--- src/rtl/arith_op_scheduler.sv ---
// arith_op_scheduler: shared iterative multiply/divide engine behind a two-port round-robin arbiter.
// Optional ARITH_SCHED_EARLY_EXIT_EN: multiplies leave RUN once the remaining multiplier bits are zero.
module arith_op_scheduler #(
  parameter int SIZE = 32
) (
  input  logic            clk,
  input  logic            rst,
  input  logic            req0_valid,
  output logic            req0_ready,
  input  logic [2:0]      req0_op,
  input  logic [SIZE-1:0] req0_a,
  input  logic [SIZE-1:0] req0_b,
  input  logic            req1_valid,
  output logic            req1_ready,
  input  logic [2:0]      req1_op,
  input  logic [SIZE-1:0] req1_a,
  input  logic [SIZE-1:0] req1_b,
  output logic            rsp_valid,
  input  logic            rsp_ready,
  output logic            rsp_id,
  output logic [SIZE-1:0] rsp_lo,
  output logic [SIZE-1:0] rsp_hi,
  output logic            rsp_err
);
  // state | meaning
  // IDLE  | arbitrate between ports, accept one request
  // PREP  | take operand magnitudes, screen illegal op and divide by zero
  // RUN   | one multiplier bit or one quotient bit per cycle
  // FIX   | apply result signs
  // DONE  | hold response until rsp_ready
  typedef enum logic [2:0] {IDLE, PREP, RUN, FIX, DONE} state_t;
  localparam int CW = $clog2(SIZE + 1);

  state_t            state_q, state_d;
  logic [2:0]        op_q, op_d;
  logic [SIZE-1:0]   a_q, a_d, b_q, b_d, opb_q, opb_d;
  logic              id_q, id_d, last_q, last_d, sa_q, sa_d, sb_q, sb_d;
  logic [CW-1:0]     cnt_q, cnt_d;
  logic [2*SIZE-1:0] acc_q, acc_d, mcand_q, mcand_d;
  logic              rsp_valid_q, rsp_valid_d, rsp_id_q, rsp_id_d, rsp_err_q, rsp_err_d;
  logic [SIZE-1:0]   rsp_lo_q, rsp_lo_d, rsp_hi_q, rsp_hi_d;

  logic              grant0, grant1, is_signed, is_div, neg_a, neg_b, run_last;
  logic [SIZE-1:0]   mag_a, mag_b, quo, rem;
  logic [2*SIZE:0]   dshift;
  logic [2*SIZE-1:0] prod;

  // last_q set means port 1 was granted last, so port 0 wins a tie
  always_comb begin
    grant0 = (state_q == IDLE) && req0_valid && (!req1_valid || last_q);
    grant1 = (state_q == IDLE) && req1_valid && (!req0_valid || !last_q);
  end

  assign req0_ready = grant0;
  assign req1_ready = grant1;

  always_comb begin
    state_d     = state_q;
    op_d        = op_q;
    a_d         = a_q;
    b_d         = b_q;
    opb_d       = opb_q;
    id_d        = id_q;
    last_d      = last_q;
    sa_d        = sa_q;
    sb_d        = sb_q;
    cnt_d       = cnt_q;
    acc_d       = acc_q;
    mcand_d     = mcand_q;
    rsp_valid_d = rsp_valid_q;
    rsp_id_d    = rsp_id_q;
    rsp_err_d   = rsp_err_q;
    rsp_lo_d    = rsp_lo_q;
    rsp_hi_d    = rsp_hi_q;

    is_signed = op_q[0];
    is_div    = op_q[1];
    neg_a     = is_signed && a_q[SIZE-1];
    neg_b     = is_signed && b_q[SIZE-1];
    mag_a     = neg_a ? -a_q : a_q;
    mag_b     = neg_b ? -b_q : b_q;

    // restoring divide step: shift in a zero, subtract divisor when it fits
    dshift = {acc_q, 1'b0};
    if (dshift[2*SIZE:SIZE] >= {1'b0, opb_q}) begin
      dshift[2*SIZE:SIZE] = dshift[2*SIZE:SIZE] - {1'b0, opb_q};
      dshift[0]           = 1'b1;
    end

    prod = (is_signed && (sa_q ^ sb_q)) ? -acc_q : acc_q;
    quo  = (is_signed && (sa_q ^ sb_q)) ? -acc_q[SIZE-1:0] : acc_q[SIZE-1:0];
    rem  = (is_signed && sa_q) ? -acc_q[2*SIZE-1:SIZE] : acc_q[2*SIZE-1:SIZE];

    run_last = (cnt_q == CW'(1));
`ifdef ARITH_SCHED_EARLY_EXIT_EN
    if (!is_div && ((opb_q >> 1) == '0)) run_last = 1'b1;
`endif

    case (state_q)
      IDLE: begin
        if (grant0 || grant1) begin
          op_d    = grant1 ? req1_op : req0_op;
          a_d     = grant1 ? req1_a  : req0_a;
          b_d     = grant1 ? req1_b  : req0_b;
          id_d    = grant1;
          last_d  = grant1;
          state_d = PREP;
        end
      end
      PREP: begin
        if (op_q[2]) begin
          state_d     = DONE;
          rsp_valid_d = 1'b1;
          rsp_err_d   = 1'b1;
          rsp_id_d    = id_q;
          rsp_lo_d    = '0;
          rsp_hi_d    = '0;
        end else if (is_div && (b_q == '0)) begin
          state_d     = DONE;
          rsp_valid_d = 1'b1;
          rsp_err_d   = 1'b1;
          rsp_id_d    = id_q;
          rsp_lo_d    = '1;
          rsp_hi_d    = a_q;
        end else begin
          sa_d    = neg_a;
          sb_d    = neg_b;
          cnt_d   = CW'(SIZE);
          opb_d   = mag_b;
          acc_d   = is_div ? {{SIZE{1'b0}}, mag_a} : '0;
          mcand_d = {{SIZE{1'b0}}, mag_a};
          state_d = RUN;
`ifdef ARITH_SCHED_EARLY_EXIT_EN
          if (!is_div && (mag_b == '0)) state_d = FIX;
`endif
        end
      end
      RUN: begin
        cnt_d = cnt_q - CW'(1);
        if (is_div) begin
          acc_d = dshift[2*SIZE-1:0];
        end else begin
          if (opb_q[0]) acc_d = acc_q + mcand_q;
          mcand_d = mcand_q << 1;
          opb_d   = opb_q >> 1;
        end
        if (run_last) state_d = FIX;
      end
      FIX: begin
        state_d     = DONE;
        rsp_valid_d = 1'b1;
        rsp_err_d   = 1'b0;
        rsp_id_d    = id_q;
        if (is_div) begin
          rsp_lo_d = quo;
          rsp_hi_d = rem;
        end else begin
          rsp_lo_d = prod[SIZE-1:0];
          rsp_hi_d = prod[2*SIZE-1:SIZE];
        end
      end
      DONE: begin
        if (rsp_ready) begin
          rsp_valid_d = 1'b0;
          state_d     = IDLE;
        end
      end
      default: state_d = IDLE;
    endcase
  end

  always_ff @(posedge clk or negedge rst) begin
    if (!rst) begin
      state_q     <= IDLE;
      op_q        <= '0;
      a_q         <= '0;
      b_q         <= '0;
      opb_q       <= '0;
      id_q        <= 1'b0;
      last_q      <= 1'b1;
      sa_q        <= 1'b0;
      sb_q        <= 1'b0;
      cnt_q       <= '0;
      acc_q       <= '0;
      mcand_q     <= '0;
      rsp_valid_q <= 1'b0;
      rsp_id_q    <= 1'b0;
      rsp_err_q   <= 1'b0;
      rsp_lo_q    <= '0;
      rsp_hi_q    <= '0;
    end else begin
      state_q     <= state_d;
      op_q        <= op_d;
      a_q         <= a_d;
      b_q         <= b_d;
      opb_q       <= opb_d;
      id_q        <= id_d;
      last_q      <= last_d;
      sa_q        <= sa_d;
      sb_q        <= sb_d;
      cnt_q       <= cnt_d;
      acc_q       <= acc_d;
      mcand_q     <= mcand_d;
      rsp_valid_q <= rsp_valid_d;
      rsp_id_q    <= rsp_id_d;
      rsp_err_q   <= rsp_err_d;
      rsp_lo_q    <= rsp_lo_d;
      rsp_hi_q    <= rsp_hi_d;
    end
  end

  assign rsp_valid = rsp_valid_q;
  assign rsp_id    = rsp_id_q;
  assign rsp_err   = rsp_err_q;
  assign rsp_lo    = rsp_lo_q;
  assign rsp_hi    = rsp_hi_q;

endmodule

--- config.mk ---
export PLATFORM = sky130hd
export DESIGN_NAME = arith_op_scheduler
export DESIGN_NICKNAME = d
export VERILOG_FILES = /design/src/rtl/arith_op_scheduler.sv
export SDC_FILE = /design/constraint.sdc
export NUM_CORES = 1
export LEC_CHECK = 0
export CORE_MARGIN = 8
export CORE_UTILIZATION = 50
export CTS_BUF_LIST = sky130_fd_sc_hd__clkbuf_16
export DETAILED_ROUTE_END_ITERATION = 12
export DONT_BUFFER_PORTS = 1
export MAX_ROUTING_LAYER = met4
export PLACE_DENSITY = 0.67
export SKIP_CTS_REPAIR_TIMING = 1
export SYNTH_ARGS = -nofsm -noshare
export SYNTH_HDL_FRONTEND = slang
export SYNTH_SLANG_ARGS = --single-unit
--- constraint.sdc ---
create_clock -name clk -period 9.9 [get_ports clk]
set_input_delay 0.99 -clock clk [delete_from_list [all_inputs] [get_ports clk]]
set_output_delay 0.99 -clock clk [all_outputs]
set_load 0.02 [all_outputs]
==> results of run 1 <==
-- layout by cell type, fill, tap and decap left out, types with 34 or more instances in the layout --
cell type    n
o21ai_1     45
nor2_1     266
o211ai_1    34
xnor2_1     97
nand2_1    470
xor2_1      98
dfrtp_1    305
ha_1       101
a21oi_1    229
a21o_1      55
a31oi_1    106
nand3_1     43
a22oi_1     41
clkbuf_16   39
o21ai_0    249
inv_1       84
nor3_1      46
-- synth_stat cells (all sizes together), types with 21 or more instances --
cell,number
nand2,471
dfrtp,306
o21ai,295
nor2,269
a21oi,229
clkbuf,154
a31oi,106
ha,101
xor2,98
xnor2,97
inv,76
a21o,55
nor3,48
nand3,45
a22oi,41
buf,40
o211ai,34
a221o,29
or3,26
mux2i,25
nand4,24
nor4,22
o21bai,22
o31ai,21
-- flip-flops by register name (all words and copies together), names as in the netlist --
name / cells
a_q: 32
rsp_err: 1
mcand_q: 64
rsp_id: 1
sa_q: 1
rsp_lo: 32
b_q: 32
rsp_valid: 1
id_q: 1
state_q: 3
last_q: 1
cnt_q: 6
rsp_hi: 32
opb_q: 32
op_q: 3
sb_q: 1
acc_q: 64
-- worst paths after layout --
| check | start | slack, ps | endpoint | cells past startpoint |
|---|---|---|---|---|
| max | acc_q[0] | 5610 | acc_q[62] | 13 |
| min | rst | 130 | a_q[3] | 0 |
| max reg2reg | acc_q[0] | 5610 | acc_q[62] | 13 |
| min reg2reg | last_q | 480 | last_q | 2 |
| max in group asynchronous | rst | 9410 | mcand_q[61] | 0 |
| min in group clk | last_q | 480 | last_q | 2 |
-- where the power goes --
group	internal [mW]	switching, mW
Sequential	1.81	0.995
Clock	0.793	0.564
Combinational	2.32	3.97
-- stage by stage --
step | setup WS [ps] | power, mW | util (%) | area [µm²]
2_1_floorplan | 6332 | 7.171 | - | 22210
3_3_place_gp | 5779 | 8.945 | 50.82 | 22370
3_5_place_dp | 5695 | 9.031 | 50.82 | 22370
4_1_cts | 5685 | 10.42 | 53.53 | 23570
5_1_grt | 5329 | 11.23 | 53.53 | 23570
6_report | 5615 | 10.46 | 53.53 | 23570
-- critical path, cell delays in order, from the launching register on --
cell	delay (ps)
dfrtp_1	440
ha_1	280
fa_1	450
a211oi_1	310
o21bai_1	160
o22ai_2	320
a31oi_1	240
a41oi_2	420
o31a_1	300
o41ai_1	120
or4_1	510
a311oi_1	280
xor2_1	180
o221ai_1	110
-- metal layers --
metal  part of all wire [%]  track usage (%)  vias up  routed length [µm]
met5                      0                -        -                   0
met3                    5.7            3.466      166                4152
met2                     49            48.58      677               35860
met1                     41            34.11    10020               29600
li1                       -                -     9858                   -
met4                    4.7            12.75        0                3420
-- layout make-up --
type                       count  area (µm²)
multi-input combinational   2259       13490
clock inverter                29       219.0
clock buffer                  39       975.9
timing repair buffer          23       172.7
sequential                   307        7685
tap                          592       740.7
fill                        4267       20460
inverter                      77       289.0
-- cells by family (layout without fill, tap and decap cells) --
| group | after synthesis | in the layout | synth area share [%] |
|---|---|---|---|
| DFF | 307 | 307 | 34.60 |
| xor gates and xnor gates | 195 | 195 | 7.691 |
| and+or+nand+nor | 992 | 992 | 19.56 |
| buffers and inverters | 271 | 168 | 4.942 |
| AOI/OAI and AO/OA | 942 | 942 | 26.10 |
| adders and majority gates | 103 | 103 | 5.871 |
| muxes | 27 | 27 | 1.228 |
==> results by group, run 1 <==
Global route
  • Pin count of the biggest net entering global routing: 308
  • GRT Util Overall: 28.70%
  • First-pass GRT wire length: 113800 µm
  • Gr ovfl total: 0
  • Initial antenna violation count: 1
  • Number of global-route vias before repair: 20080

Critical path
  • Crit start category: flop
  • Critical Path AT: 4680 ps
  • Critical path class: flop to flop
  • Worst setup EP type: flop
  • Required @ worst endpoint: 10300 ps
  • Max FO, Critical Path: 7

Pwr
  • Leak: 10.25 nW
  • Peak VDD IR: 231.9 µV
  • Power per Cell Area: 443.8 mW/mm²

Synth
  • Mean post-synth cell area: 7.827 µm²
  • Post-synth cell types: 81
  • Synthesized instance count: 2837
  • Post-synthesis sequential element count: 307
  • Top cell type's share of synthesized area: 34.48%
  • Largest cells by area after synthesis: dfrtp_1 (34%), nand2_1 (8.0%), ha_1 (5.7%)
  • Main synth FF type: dfrtp_1
  • Post-synth EDFFs: 0
  • Mapped Area: 0.02221 mm²
  • Synth warn: 0
  • Sequential area share after synthesis: 34.60%
  • Syn Nets: 3079
  • Area leader, netlist: dfrtp_1
  • Ys async rst share: 100.0%

STA
  • Final setup TNS: 0 ps
  • Final setup vio count: 0
  • Tmin final: 4285 ps
  • Layout Skew: 13.98 ps
  • Fin Hold WS: 133.0 ps
  • RSZ-0062 raised after global routing: false
  • Final period util: 43.29%
  • Worst-Margin Slew: 1106 ps
  • Max-slew violation total from the final report: 0
  • Worst relative slew slack: 26.06%
  • Achievable frequency: 233.3 MHz
  • Hold Vio Cnt, Final: 0

Route
  • WL/cell: 21.96 µm
  • # DRC: 0
  • Post-route ant nets: 0
  • DR vias/cell: 6.229
  • Final WL: 73030 µm
  • TritonRoute pass-1 iters: 6
  • DR vias: 20720
  • Initial DRC Count: 1654

Clock network
  • CTS tree: done
  • Clock transition at the registers of the reported paths: 60 ps
  • Worst-skew pair later-pin latency: 560 ps
  • Clock tree buffer depth: 3
  • # clock sinks: 307
  • Clock Root Buffer: clkbuf_16
  • Inserted Clock Buffers: 38
  • CTS H-tree depth: 2

Placement
  • DP Cell Count: 3258
  • RD Place Congestion: 1.005
  • I/O Buffers: 0
  • Dpl hpwl: 54490 µm

Floorplanning
  • Die area: 0.05141 mm²
  • IO Count: 208
  • Std-Cell Rows: 77
  • Core ar.: 0.04403 mm²
  • Die Ht: 226.7 µm
  • Initial Util: 50.43%
  • Die W: 226.7 µm

Finish
  • Area Growth Syn to Fin: 6.142%
  • Share of post-route cells with drive strength above 1: 4.097%
  • ANT cells: 0
  • Final std cells w/o fill: 3326
  • Nets: 2948

Status
  • Status: completed

Hold path
  • Hold Path Class: input port to async pin

Job
  • MaxCap Viol Count: 0
Power figures use the tool's default switching activity.
==> inputs of run 2 (changes only) <==
clock period = 4.1 ns   (was 9.9 ns; I/O delays follow)
==> results by group, run 2 (synthesis results as in run 1) <==
Finish
  • Final Util: 55.11% (was 53.53%)
  • Commonest non-fill, non-tap cells in the layout: nand2_1 (470), dfrtp_1 (305), nor2_1 (266), o21ai_0 (248), a21oi_1 (229) (was nand2_1 (470), dfrtp_1 (305), nor2_1 (266), o21ai_0 (249), a21oi_1 (229))
  • Share of post-route cells with drive strength above 1: 5.621% (was 4.097%)
  • Most common cell after layout, fill and taps aside: nand2_1 (unchanged)
  • Area Growth Syn to Fin: 9.275% (was 6.142%)
  • Final Cell Area: 0.02426 mm² (was 0.02357 mm²)
  • Nets: 3029 (was 2948)
  • Largest regs: acc_q x64, mcand_q x64 (unchanged)
  • ANT cells: 0 (unchanged)

STA
  • RSZ-0062 raised after global routing: false (unchanged)
  • Worst relative slew slack: 19.41% (was 26.06%)
  • Final setup vio count: 0 (unchanged)
  • Fin Hold WS: -461.4 ps (was 133.0 ps)
  • Max-slew violation total from the final report: 0 (unchanged)
  • Tmin final: 3918 ps (was 4285 ps)
  • Final setup TNS: 0 ps (unchanged)
  • Worst-Margin Slew: 1209 ps (was 1106 ps)
  • Layout Skew: 21.63 ps (was 13.98 ps)
  • Hold Vio Cnt, Final: 310 (was 0)
  • Achievable frequency: 255.3 MHz (was 233.3 MHz)
  • Final period util: 95.55% (was 43.29%)

Route
  • DR vias: 21160 (was 20720)
  • WL/cell: 21.70 µm (was 21.96 µm)
  • Initial DRC Count: 1834 (was 1654)
  • Post-route ant nets: 0 (unchanged)
  • DR vias/cell: 6.219 (was 6.229)
  • Final WL: 73830 µm (was 73030 µm)
  • TritonRoute pass-1 iters: 6 (unchanged)
  • # DRC: 0 (unchanged)

Global route
  • Pin count of the biggest net entering global routing: 308 (unchanged)
  • First-pass GRT wire length: 114700 µm (was 113800 µm)
  • Number of global-route vias before repair: 20190 (was 20080)
  • Gr ovfl total: 0 (unchanged)
  • GRT Util Overall: 28.98% (was 28.70%)
  • Initial antenna violation count: 1 (unchanged)

Status
  • Failing checks: negative hold slack
  • Status: finished, violations left (was completed)

Pwr
  • Peak VDD IR: 437.7 µV (was 231.9 µV)
  • Leak: 10.59 nW (was 10.25 nW)
  • Power per Cell Area: 1056 mW/mm² (was 443.8 mW/mm²)

Floorplanning
  • IO Count: 208 (unchanged)
  • Die Ht: 226.7 µm (unchanged)
  • Die W: 226.7 µm (unchanged)
  • Core ar.: 0.04403 mm² (unchanged)
  • Die area: 0.05141 mm² (unchanged)
  • Initial Util: 50.43% (unchanged)
  • Std-Cell Rows: 77 (unchanged)

Hold path
  • Hold Path Class: input port to async pin (unchanged)

Critical path
  • Critical Path AT: 4320 ps (was 4680 ps)
  • Worst setup EP type: flop (unchanged)
  • Critical path class: flop to flop (unchanged)
  • Worst R2R Setup Slack: 180 ps (was 5610 ps)
  • Max FO, Critical Path: 3 (was 7)
  • Crit start category: flop (unchanged)
  • Worst reg2reg startpoint: acc_q[0] (unchanged)
  • End of the worst register-to-register path: acc_q[62] (unchanged)
  • R2R depth: 13 (unchanged)
  • Required @ worst endpoint: 4500 ps (was 10300 ps)

Clock network
  • # clock sinks: 307 (unchanged)
  • Worst-skew pair later-pin latency: 570 ps (was 560 ps)
  • CTS H-tree depth: 2 (unchanged)
  • CTS tree: done (unchanged)
  • Clock Root Buffer: clkbuf_16 (unchanged)
  • Inserted Clock Buffers: 38 (unchanged)
  • Clock tree buffer depth: 3 (unchanged)
  • Clock transition at the registers of the reported paths: 60 ps (about the same)

Placement
  • Dpl hpwl: 55840 µm (was 54490 µm)
  • RD Place Congestion: 1.010 (was 1.005)
  • I/O Buffers: 0 (unchanged)
  • Post-DP Area: 0.02282 mm² (was 0.02237 mm²)

Job
  • MaxCap Viol Count: 0 (unchanged)
-- run 2: worst max path at each step --
stage | startpoint | endpoint | slack (ps) | cells past startpoint
global route | acc_q[0] | acc_q[62] | 5 | 13
finish | acc_q[0] | acc_q[62] | 180 | 13
floorplan | acc_q[0] | acc_q[62] | 530 | 13
global placement | mcand_q[0] | acc_q[62] | 230 | 13
CTS | acc_q[0] | acc_q[62] | 200 | 13
detailed placement | acc_q[0] | acc_q[62] | 230 | 13
-- run 2: layer usage --
layer	part of all wire (%)	global-route usage [%]	up-vias	wire length (µm)
met5	0	-	-	0
met4	5.2	13.54	0	3854
met3	5.8	4.436	212	4276
met2	49	49.47	715	36510
met1	40	33.26	10210	29190
li1	-	-	10030	-
-- run 2: report_power, final --
part           internal (mW)  switching (mW)
Sequential              4.38            2.00
Clock                   1.78            1.37
Combinational           6.04            10.1
Total                   12.2            13.4
-- run 2: per-stage QoR --
step	setup WS [ps]	cells	total power [mW]
global placement	234.0	3308	22.00
global route	4.873	3403	27.51
detailed placement	226.5	3308	22.23
finish	182.4	3403	25.63
floorplan	532.4	2837	17.32
CTS	195.5	3372	25.48
-- run 2: final cells by class --
class	count	area (µm²)
Fill cell	4078	19760
Multi-Input combinational cell	2259	13490
Sequential cell	307	7685
Timing Repair Buffer	104	933.4
Inverter	77	289.0
Clock inverter	25	147.6
Tap cell	592	740.7
Clock buffer	39	975.9
-- run 2: worst max-delay path, stage by stage, from the launching register on --
cell and delay [ps]:
dfrtp_1 380, ha_1 240, fa_1 430, a211oi_1 320, o21bai_1 200, o22ai_2 180
a31oi_1 200, a41oi_2 290, o31a_1 280, o41ai_1 110, or4_1 530, a311oi_1 280
xor2_1 190, o221ai_1 110
